`src/rtl/set_condition_pipe_if.sv`:
```
// Beat-level bus for set_condition_pipe: request side (operands, condition)
// and result side (c, out_err), each with its own valid/ready handshake.
interface set_condition_pipe_if #(
  parameter int WIDTH = 16
);
  logic             in_valid;
  logic             in_ready;
  logic [WIDTH-1:0] a;
  logic [WIDTH-1:0] b;
  logic [2:0]       code;
  logic             is_signed;
  logic             out_valid;
  logic             out_ready;
  logic [WIDTH-1:0] c;
  logic             out_err;

  modport master (
    output in_valid, a, b, code, is_signed, out_ready,
    input  in_ready, out_valid, c, out_err
  );

  modport slave (
    input  in_valid, a, b, code, is_signed, out_ready,
    output in_ready, out_valid, c, out_err
  );
endinterface

```
`src/rtl/set_condition_pipe.sv`:
```
// Two-stage compare pipeline: S1 captures operands, S2 evaluates the selected
// condition into a 0/1 result, with a saturating count of delivered true results.
module set_condition_pipe #(
  parameter int WIDTH = 16,
  parameter int CNT_W = 8
) (
  input  logic              clk,
  input  logic              rst,
  set_condition_pipe_if.slave bus,
  input  logic              clr_count,
  output logic [CNT_W-1:0]  true_count
);

  localparam logic [WIDTH-1:0] MSB_MASK = {1'b1, {(WIDTH-1){1'b0}}};
  localparam logic [CNT_W-1:0] CNT_MAX  = '1;

  logic             s1_valid;
  logic [WIDTH-1:0] s1_a;
  logic [WIDTH-1:0] s1_b;
  logic [2:0]       s1_code;
  logic             s1_signed;

  logic             out_valid_q;
  logic             c_q;
  logic             err_q;

  logic             s2_adv;
  logic             s1_adv;
  logic [WIDTH-1:0] a_key;
  logic [WIDTH-1:0] b_key;
  logic             lt;
  logic             eq;
  logic             cond;
  logic             illegal;

  assign s2_adv       = !out_valid_q || bus.out_ready;
  assign s1_adv       = !s1_valid || s2_adv;
  assign bus.in_ready = s1_adv;

  assign bus.out_valid = out_valid_q;
  assign bus.c         = {{(WIDTH-1){1'b0}}, c_q};
  assign bus.out_err   = err_q;

  // Flipping the sign bit maps two's-complement order onto unsigned order,
  // so one unsigned magnitude comparator serves both modes.
  always_comb begin
    a_key   = s1_signed ? (s1_a ^ MSB_MASK) : s1_a;
    b_key   = s1_signed ? (s1_b ^ MSB_MASK) : s1_b;
    lt      = a_key < b_key;
    eq      = s1_a == s1_b;
    cond    = 1'b0;
    illegal = 1'b0;
    case (s1_code)
      3'b000:  cond = lt || eq;
      3'b001:  cond = lt;
      3'b010:  cond = !lt;
      3'b011:  cond = !lt && !eq;
      3'b100:  cond = eq;
      3'b101:  cond = !eq;
      default: illegal = 1'b1;
    endcase
  end

  always_ff @(posedge clk or posedge rst) begin
    if (rst) begin
      s1_valid  <= 1'b0;
      s1_a      <= '0;
      s1_b      <= '0;
      s1_code   <= '0;
      s1_signed <= 1'b0;
    end else if (s1_adv) begin
      s1_valid <= bus.in_valid;
      if (bus.in_valid) begin
        s1_a      <= bus.a;
        s1_b      <= bus.b;
        s1_code   <= bus.code;
        s1_signed <= bus.is_signed;
      end
    end
  end

  always_ff @(posedge clk or posedge rst) begin
    if (rst) begin
      out_valid_q <= 1'b0;
      c_q         <= 1'b0;
      err_q       <= 1'b0;
    end else if (s2_adv) begin
      out_valid_q <= s1_valid;
      c_q         <= s1_valid && cond;
      err_q       <= s1_valid && illegal;
    end
  end

  // A clear in the same cycle as a counting transfer takes priority.
  always_ff @(posedge clk or posedge rst) begin
    if (rst) begin
      true_count <= '0;
    end else if (clr_count) begin
      true_count <= '0;
    end else if (out_valid_q && bus.out_ready && c_q && (true_count != CNT_MAX)) begin
      true_count <= true_count + CNT_W'(1);
    end
  end

endmodule

```
`src/flat_wrapper.sv`:
```
// flat-port wrapper written by rule: the top's interface ports become plain ports
module set_condition_pipe_flat 
#(
  parameter int WIDTH = 16,
  parameter int CNT_W = 8
)
  (clk, rst, clr_count, true_count, bus_in_valid, bus_a, bus_b, bus_code, bus_is_signed, bus_out_ready, bus_in_ready, bus_out_valid, bus_c, bus_out_err);
  set_condition_pipe_if #(.WIDTH(WIDTH)) bus_i ();
  input  logic clk;
  input  logic rst;
  input  logic clr_count;
  output logic [CNT_W-1:0] true_count;
  input wire logic [$bits(bus_i.in_valid)-1:0] bus_in_valid;
  input wire logic [$bits(bus_i.a)-1:0] bus_a;
  input wire logic [$bits(bus_i.b)-1:0] bus_b;
  input wire logic [$bits(bus_i.code)-1:0] bus_code;
  input wire logic [$bits(bus_i.is_signed)-1:0] bus_is_signed;
  input wire logic [$bits(bus_i.out_ready)-1:0] bus_out_ready;
  output wire logic [$bits(bus_i.in_ready)-1:0] bus_in_ready;
  output wire logic [$bits(bus_i.out_valid)-1:0] bus_out_valid;
  output wire logic [$bits(bus_i.c)-1:0] bus_c;
  output wire logic [$bits(bus_i.out_err)-1:0] bus_out_err;
  assign bus_i.in_valid = bus_in_valid;
  assign bus_i.a = bus_a;
  assign bus_i.b = bus_b;
  assign bus_i.code = bus_code;
  assign bus_i.is_signed = bus_is_signed;
  assign bus_i.out_ready = bus_out_ready;
  assign bus_in_ready = bus_i.in_ready;
  assign bus_out_valid = bus_i.out_valid;
  assign bus_c = bus_i.c;
  assign bus_out_err = bus_i.out_err;
  set_condition_pipe #(.WIDTH(WIDTH), .CNT_W(CNT_W)) u_core (.clk(clk), .rst(rst), .bus(bus_i), .clr_count(clr_count), .true_count(true_count));
endmodule
```
`config.mk`:
```
export PLATFORM = sky130hd
export DESIGN_NAME = set_condition_pipe_flat
export DESIGN_NICKNAME = d
export VERILOG_FILES = /design/src/rtl/set_condition_pipe_if.sv /design/src/rtl/set_condition_pipe.sv /design/src/flat_wrapper.sv
export SDC_FILE = /design/constraint.sdc
export NUM_CORES = 1
export LEC_CHECK = 0
export ABC_AREA = 1
export ABC_CLOCK_PERIOD_IN_PS = 2700
export CORE_MARGIN = 2
export CORE_UTILIZATION = 35
export DETAILED_ROUTE_END_ITERATION = 10
export SKIP_CTS_REPAIR_TIMING = 1
export SLEW_MARGIN = 20
export SYNTH_ARGS = -nofsm -noshare
export SYNTH_HDL_FRONTEND = slang
export SYNTH_SLANG_ARGS = --single-unit
```
`constraint.sdc`:
```
create_clock -name clk -period 2.7 [get_ports clk]
set_input_delay 0.27 -clock clk [delete_from_list [all_inputs] [get_ports clk]]
set_output_delay 0.27 -clock clk [all_outputs]
set_load 0.1 [all_outputs]
```
==> impl_metrics.py, run 1 <==
metrics = {
    "yosys": {
        "synth_edf_count": 0,
        "netlist_area_um2": 2600,
        "synth_top_cell_by_area": "dfrtp_1",
        "synth_simple_gate_area_frac": 0.185,
        "synth_ff_type": "dfrtp_1",
        "ys_ff_latch": 48,
        "synth.avg_cell_area_um2": 8.78,
        "synthTopCellsByArea": "dfrtp_1 46%, ha_1 7.7%, nand2_1 7.1%, mux2_2 6.9%, inv_1 5.6%",
        "yosys_warnings": 0,
        "post-synth-top-area-fraction": 0.462,
        "synth_top_family_by_area": "simple AND/OR/NAND/NOR gates",
        "async_reset_ff_frac": 1.00,
        "synth-xor-area-share": 0,
        "synth_compound_area_frac": 0.0818,
        "ys_seq_area_frac": 0.462,
        "synthAdderAreaFrac": 0.0770,
        "syn_inst": 296,
        "synth.distinct_cells": 29,
        "yosys-mux-area-fraction": 0.0693,
    },
    "setup_path": {
        "end_kind": "register",
        "cp_slowest_cell": "dfrtp_1",
        "crit_top_cell": "nand2_1",
        "slowest_delay_ps": 360,
        "critPathRequiredTime_ps": 2890,
        "cp-start-kind": "register",
        "critPathKind": "register to register",
        "path_cells": "inv_1, ha_1, nand2_1, inv_1, a21oi_1, nor2_1, nor2_2, nand2_1, nand2_1, nand2_1, nand2_1, nand2_1, nand2_1, nand2_1",
        "critPathBufInv": 2,
        "cpLargestDelayFamily": "simple AND/OR/NAND/NOR gates",
        "critPathMaxFanout": 3,
        "worstPathArrival_ps": 1840,
    },
    "flow_run": {
        "max_cap_viol_count": 0,
    },
    "worst_hold_path": {
        "hp-class": "input port to asynchronous set/reset pin",
    },
    "timing": {
        "hold_slack_ps": 332,
        "post-route-min-period_ps": 1660,
        "max-slew-margin-rel": 0.642,
        "rsz0062_at_grt": "false",
        "timing_hold_violations_final": 0,
        "clock.fmax_ghz": 0.604,
        "fin_ws_ps": 1040,
        "fin_worst_skew_ps": 2.83,
        "setup_viol": 0,
        "slew_violations": 0,
        "worst_pin_slew_ps": 537,
        "period_share": 0.613,
        "fin_setup_tns_ps": 0,
    },
    "cts": {
        "cts_max_level": 2,
        "path_clk_slew_ps": 80,
        "clk_path_buf_depth": 2,
        "cts_tree": "done",
        "numCtsBuffers": 5,
        "clk_latency_ps": 290,
        "cts-root-buf": "clkbuf_8",
        "numClockSinks": 48,
    },
    "global_route": {
        "antenna_found_initial": 0,
        "grt_overflow": 0,
        "grt_pass1_vias": 1883,
        "grt.total_usage": 0.121,
        "grt_max_degree": 34,
        "grt_pass1_wl_mm": 8.20,
    },
    "floorplan": {
        "die-area_um2": 8130,
        "row_count": 31,
        "die_h_um": 90.2,
        "design.portCount": 68,
        "core_um2": 7210,
        "die_width_um": 90.2,
        "initial_core_util": 0.360,
    },
    "routing": {
        "ant_nets": 0,
        "wire_per_inst_um": 10.3,
        "first_pass_iters": 4,
        "drt_wl_total_mm": 4.65,
        "drt_iter0_markers": 73,
        "num_vias": 1995,
        "via_per_inst": 4.43,
        "drcViolationCount": 0,
    },
    "cells_and_area": {
        "final_layout_size_suffix_gt1_frac": 0.154,
        "num_antenna_cells": 0,
        "nets": 408,
        "fin_cells": 450,
        "multi_input_area_um2": 1130,
        "syn2layout_area_growth_pct": 24.9,
        "regArea_um2": 1200,
        "num-fill-cells": 723,
    },
    "pwr": {
        "p_total_mw": 1.96,
        "leakagePower_nw": 1.61,
        "powerDensity_nw_per_um2": 603,
        "ir_drop_uv": 246,
    },
    "placed_design": {
        "pre_cts_slack_ps": 744,
        "dpl.cell_count": 443,
        "place.gp.congestion": 0.828,
        "port_buffers": 52,
        "dp_hpwl_mm": 3.63,
    },
    "run_status": {
        "status": "complete, no violations",
    },
}
-- report_power, final --
group          internal (mW)  leakage (nW)  total (mW)  switching [mW]
Sequential             0.811         0.568       0.859          0.0478
Combinational          0.225         0.995       0.644           0.419
Clock                  0.228        0.0503       0.457           0.228
-- cell families after synthesis --
group,count (synthesis)
buffers and inverters,65
flip-flops,48
AND/OR/NAND/NOR,110
AO/OA/AOI/OAI,40
multiplexers,16
adder cells (fa/ha/maj),16
other,1
-- layout make-up --
class,count,area share
multi-input combinational,197,0.349
timing repair buffer,56,0.164
sequential,48,0.370
tap,99,0.0381
clock buffer,7,0.0297
inverter,43,0.0497
-- registers in the layout, summed over array words and instances (netlist names) --
name,flops
u_core.s1_a,16
u_core.s1_b,16
u_core.true_count,8
u_core.s1_code,3
u_core.bus.out_err,1
u_core.bus.out_valid,1
u_core.c_q,1
u_core.s1_signed,1
u_core.s1_valid,1
-- cells in the mapped netlist, types with 3 or more instances --
| cell type | count |
|---|---|
| dfrtp_1 | 48 |
| nor2_1 | 34 |
| nand2_2 | 4 |
| ha_1 | 16 |
| nand2_1 | 49 |
| nand3_1 | 12 |
| mux2_2 | 16 |
| o21ai_0 | 7 |
| inv_2 | 3 |
| inv_1 | 39 |
| buf_4 | 18 |
| a21oi_1 | 29 |
-- cell usage in the layout, fill, tap and decap left out, types with 7 or more instances in the layout --
cell type	n
mux2_2	16
clkdlybuf4s50_1	40
ha_1	16
nand3_1	12
conb_1	15
nand2_1	48
a21oi_1	29
o21ai_0	7
clkbuf_8	7
nor2_1	34
buf_4	15
inv_1	38
dfrtp_1	48
-- metal layers --
metal  vias to the layer above  wire [um]  global-route usage
met3                         7        219              0.0218
met5                         -          0                   0
met2                        47       2290               0.213
met4                         0         74              0.0462
met1                       919       2070               0.148
li1                       1022          -                   -
-- worst paths after layout --
check | end | start | depth (start not counted) | slack, ps
max | u_core.c_q$_DFFE_PP0P_ | u_core.s1_b[11]$_DFFE_PP0P_ | 14 | 1040
min | u_core.s1_b[2]$_DFFE_PP0P_ | rst | 2 | 330
max in group asynchronous | u_core.s1_b[12]$_DFFE_PP0P_ | rst | 3 | 1790
max reg2reg | u_core.c_q$_DFFE_PP0P_ | u_core.s1_b[11]$_DFFE_PP0P_ | 14 | 1040
min in group clk | u_core.bus.out_valid$_DFFE_PP0P_ | u_core.s1_valid$_DFFE_PP0N_ | 2 | 510
min reg2reg | u_core.bus.out_valid$_DFFE_PP0P_ | u_core.s1_valid$_DFFE_PP0N_ | 2 | 510
-- metrics by stage --
| step | instance area [um2] | util |
|---|---|---|
| after floorplan | 2650 | - |
| after detailed placement | 3150 | 0.437 |
| after global placement | 3150 | 0.437 |
| final | 3250 | 0.450 |
| after CTS | 3250 | 0.450 |
| after global routing | 3250 | 0.450 |
-- worst register-to-register path: cells and delay by family (launching register included) --
kind                       cells  cell delay, ps
and+or+nand+nor               10             680
DFF                            1             360
adders and majority gates      1             250
AOI/OAI and AO/OA              1             140
buffers and inverters          2             130
Power figures use the tool's default switching activity.
==> inputs of run 2 (changes only) <==
--- a/config.mk
+++ b/config.mk
@@ -6,7 +6,7 @@
 export NUM_CORES = 1
 export LEC_CHECK = 0
 export ABC_AREA = 1
-export ABC_CLOCK_PERIOD_IN_PS = 2700
+export ABC_CLOCK_PERIOD_IN_PS = 1500
 export CORE_MARGIN = 2
 export CORE_UTILIZATION = 35
 export DETAILED_ROUTE_END_ITERATION = 10
==> constraint.sdc (replaced) <==
create_clock -name clk -period 1.5 [get_ports clk]
set_input_delay 0.15 -clock clk [delete_from_list [all_inputs] [get_ports clk]]
set_output_delay 0.15 -clock clk [all_outputs]
set_load 0.1 [all_outputs]
==> run 2 against run 1 <==
Compared with the run above:
- the run now ends with setup timing left
- combinational power rose by 130%
- first-iteration DRC count fell by 14%
- register-to-register slack got worse by 1200 ps
- critical endpoint unchanged
- die area did not move
- global-route usage rose by 1.9 points
- worst setup slack got worse by 1200 ps
- via count rose by 8.8%
- largest power group unchanged
==> impl_metrics.py, run 2 (synthesized netlist as in run 1, its figures left out) <==
metrics = {
    "cells_and_area": {
        "final_layout_size_suffix_gt1_frac": 0.314,
        "finalInstanceArea_um2": 3920,
        "top_regs": "u_core.s1_a (16), u_core.s1_b (16), u_core.true_count (8)",
        "post-route-util": 0.544,
        "multi_input_area_um2": 1340,
        "num-fill-cells": 659,
        "regArea_um2": 1220,
        "num_antenna_cells": 0,
        "mostFrequentLayoutCells": "44 x nand2_1, 40 x clkdlybuf4s50_1, 39 x dfrtp_1",
        "nets": 438,
        "syn2layout_area_growth_pct": 50.8,
        "layout_commonest_cell": "nand2_1",
    },
    "global_route": {
        "use_met1": 0.165,
        "antenna_found_initial": 0,
        "grt_use_met2": 0.254,
        "grt_overflow": 0,
        "busiest_layer": "met2",
        "grt.total_usage": 0.140,
        "grtUsageMet3": 0.0310,
        "grt_pass1_vias": 2166,
        "grt_max_degree": 40,
        "grt_pass1_wl_mm": 9.47,
    },
    "pwr": {
        "p_sw_frac": 0.341,
        "switchingPower_mw": 1.44,
        "p_total_mw": 4.23,
        "leakagePower_nw": 1.87,
        "p_comb_frac": 0.358,
        "power.share.clock": 0.268,
        "pwr-share-seq": 0.374,
        "ir_drop_uv": 589,
        "p_int_mw": 2.79,
        "powerDensity_nw_per_um2": 1080,
    },
    "floorplan": {
        "row_count": 31,
        "die_h_um": 90.2,
        "design.portCount": 68,
        "initial_core_util": 0.360,
        "die-area_um2": 8130,
        "die_width_um": 90.2,
        "core_um2": 7210,
    },
    "placed_design": {
        "port_buffers": 52,
        "dp_hpwl_mm": 4.03,
        "place.gp.congestion": 0.844,
        "placed_area_um2": 3620,
    },
    "timing": {
        "fin_ws_ps": -157,
        "fin_setup_tns_ps": -220,
        "hold_slack_ps": 71.0,
        "fin_worst_skew_ps": 8.01,
        "slew_violations": 0,
        "setup_viol": 3,
        "post-route-min-period_ps": 1660,
        "period_share": 1.10,
        "timing_hold_violations_final": 0,
        "clock.fmax_ghz": 0.603,
        "rsz0062_at_grt": "true",
    },
    "setup_path": {
        "slowest_delay_ps": 420,
        "cp_slowest_cell": "dfrtp_1",
        "critPathKind": "register to register",
        "crit_top_cell": "nand2_1",
        "path_cells": "ha_4, nand2_1, inv_1, nand3_2, nor2_4, nand3_1, nand2_1, nand2_1, nor2_1, nand2_1, nand2_1, nand2_1",
        "end_kind": "register",
        "critical_path.startpoint": "u_core.s1_a[13]$_DFFE_PP0P_",
        "critPathMaxFanout": 3,
        "rr_startpoint": "u_core.s1_a[13]$_DFFE_PP0P_",
        "critPathRequiredTime_ps": 1710,
        "worstPathArrival_ps": 1860,
        "r2r_cells": 12,
        "cp-start-kind": "register",
    },
    "cts": {
        "cts_tree": "done",
        "clk_path_buf_depth": 2,
        "cts_max_level": 2,
        "cts-root-buf": "clkbuf_8",
        "numClockSinks": 48,
        "path_clk_slew_ps": 100,
        "clk_latency_ps": 300,
        "numCtsBuffers": 5,
    },
    "routing": {
        "num_vias": 2170,
        "drt_wl_total_mm": 5.59,
        "via_per_inst": 4.51,
        "drt_iter0_markers": 63,
        "drcViolationCount": 0,
        "ant_nets": 0,
        "first_pass_iters": 4,
        "wire_per_inst_um": 11.6,
    },
    "worst_hold_path": {
        "hp-class": "input port to asynchronous set/reset pin",
    },
    "run_status": {
        "status": "finished, violations left",
        "violations": "setup timing",
    },
    "flow_run": {
        "max_cap_viol_count": 0,
    },
}
-- run 2: cell count changes in the layout (fill, tap and decap cells not counted), sizes merged --
cell    before  now
clkbuf       7    6
buf         16   46
bufinv       0    2
-- run 2: area by class of cell --
cell class / count / share of cell area
clock buffer: 6 / 0.0185
clock inverter: 2 / 0.0153
inverter: 43 / 0.0418
multi-input combinational: 197 / 0.342
sequential: 48 / 0.312
tap: 99 / 0.0316
timing repair buffer: 86 / 0.239
-- run 2: worst paths after layout --
check | to | slack, ps
max | u_core.c_q$_DFFE_PP0P_ | -160
min | u_core.true_count[0]$_DFFE_PP0P_ | 70
max reg2reg | u_core.c_q$_DFFE_PP0P_ | -160
min reg2reg | u_core.s1_a[4]$_DFFE_PP0P_ | 520
max in group asynchronous | u_core.s1_b[13]$_DFFE_PP0P_ | 920
min in group clk | u_core.s1_b[9]$_DFFE_PP0P_ | 410
-- run 2: stage by stage --
stage | setup WS (ps) | cells
floorplan | -232 | 310
global placement | -121 | 468
detailed placement | -129 | 468
CTS | -182 | 476
global route | -278 | 481
finish | -157 | 481
-- run 2: power by group through the flow --
stage,Combinational [mW],Clock [mW],Sequential (mW)
floorplan,0.909,0,1.65
global placement,1.39,0,1.59
detailed placement,1.41,0,1.60
CTS,1.42,1.16,1.57
global route,1.69,1.20,1.60
finish,1.51,1.13,1.58
-- run 2: layer usage --
| layer | vias up | part of all wire |
|---|---|---|
| met4 | 0 | 0.012 |
| met5 | - | 0 |
| met1 | 1024 | 0.43 |
| met2 | 57 | 0.52 |
| met3 | 6 | 0.042 |
| li1 | 1083 | - |
-- run 2: critical path, delay by kind of cell (launching register included) --
family | cells | cell delay (ps)
flip-flops | 1 | 420
adder cells (fa/ha/maj) | 1 | 270
AND/OR/NAND/NOR | 10 | 810
buffers and inverters | 1 | 60
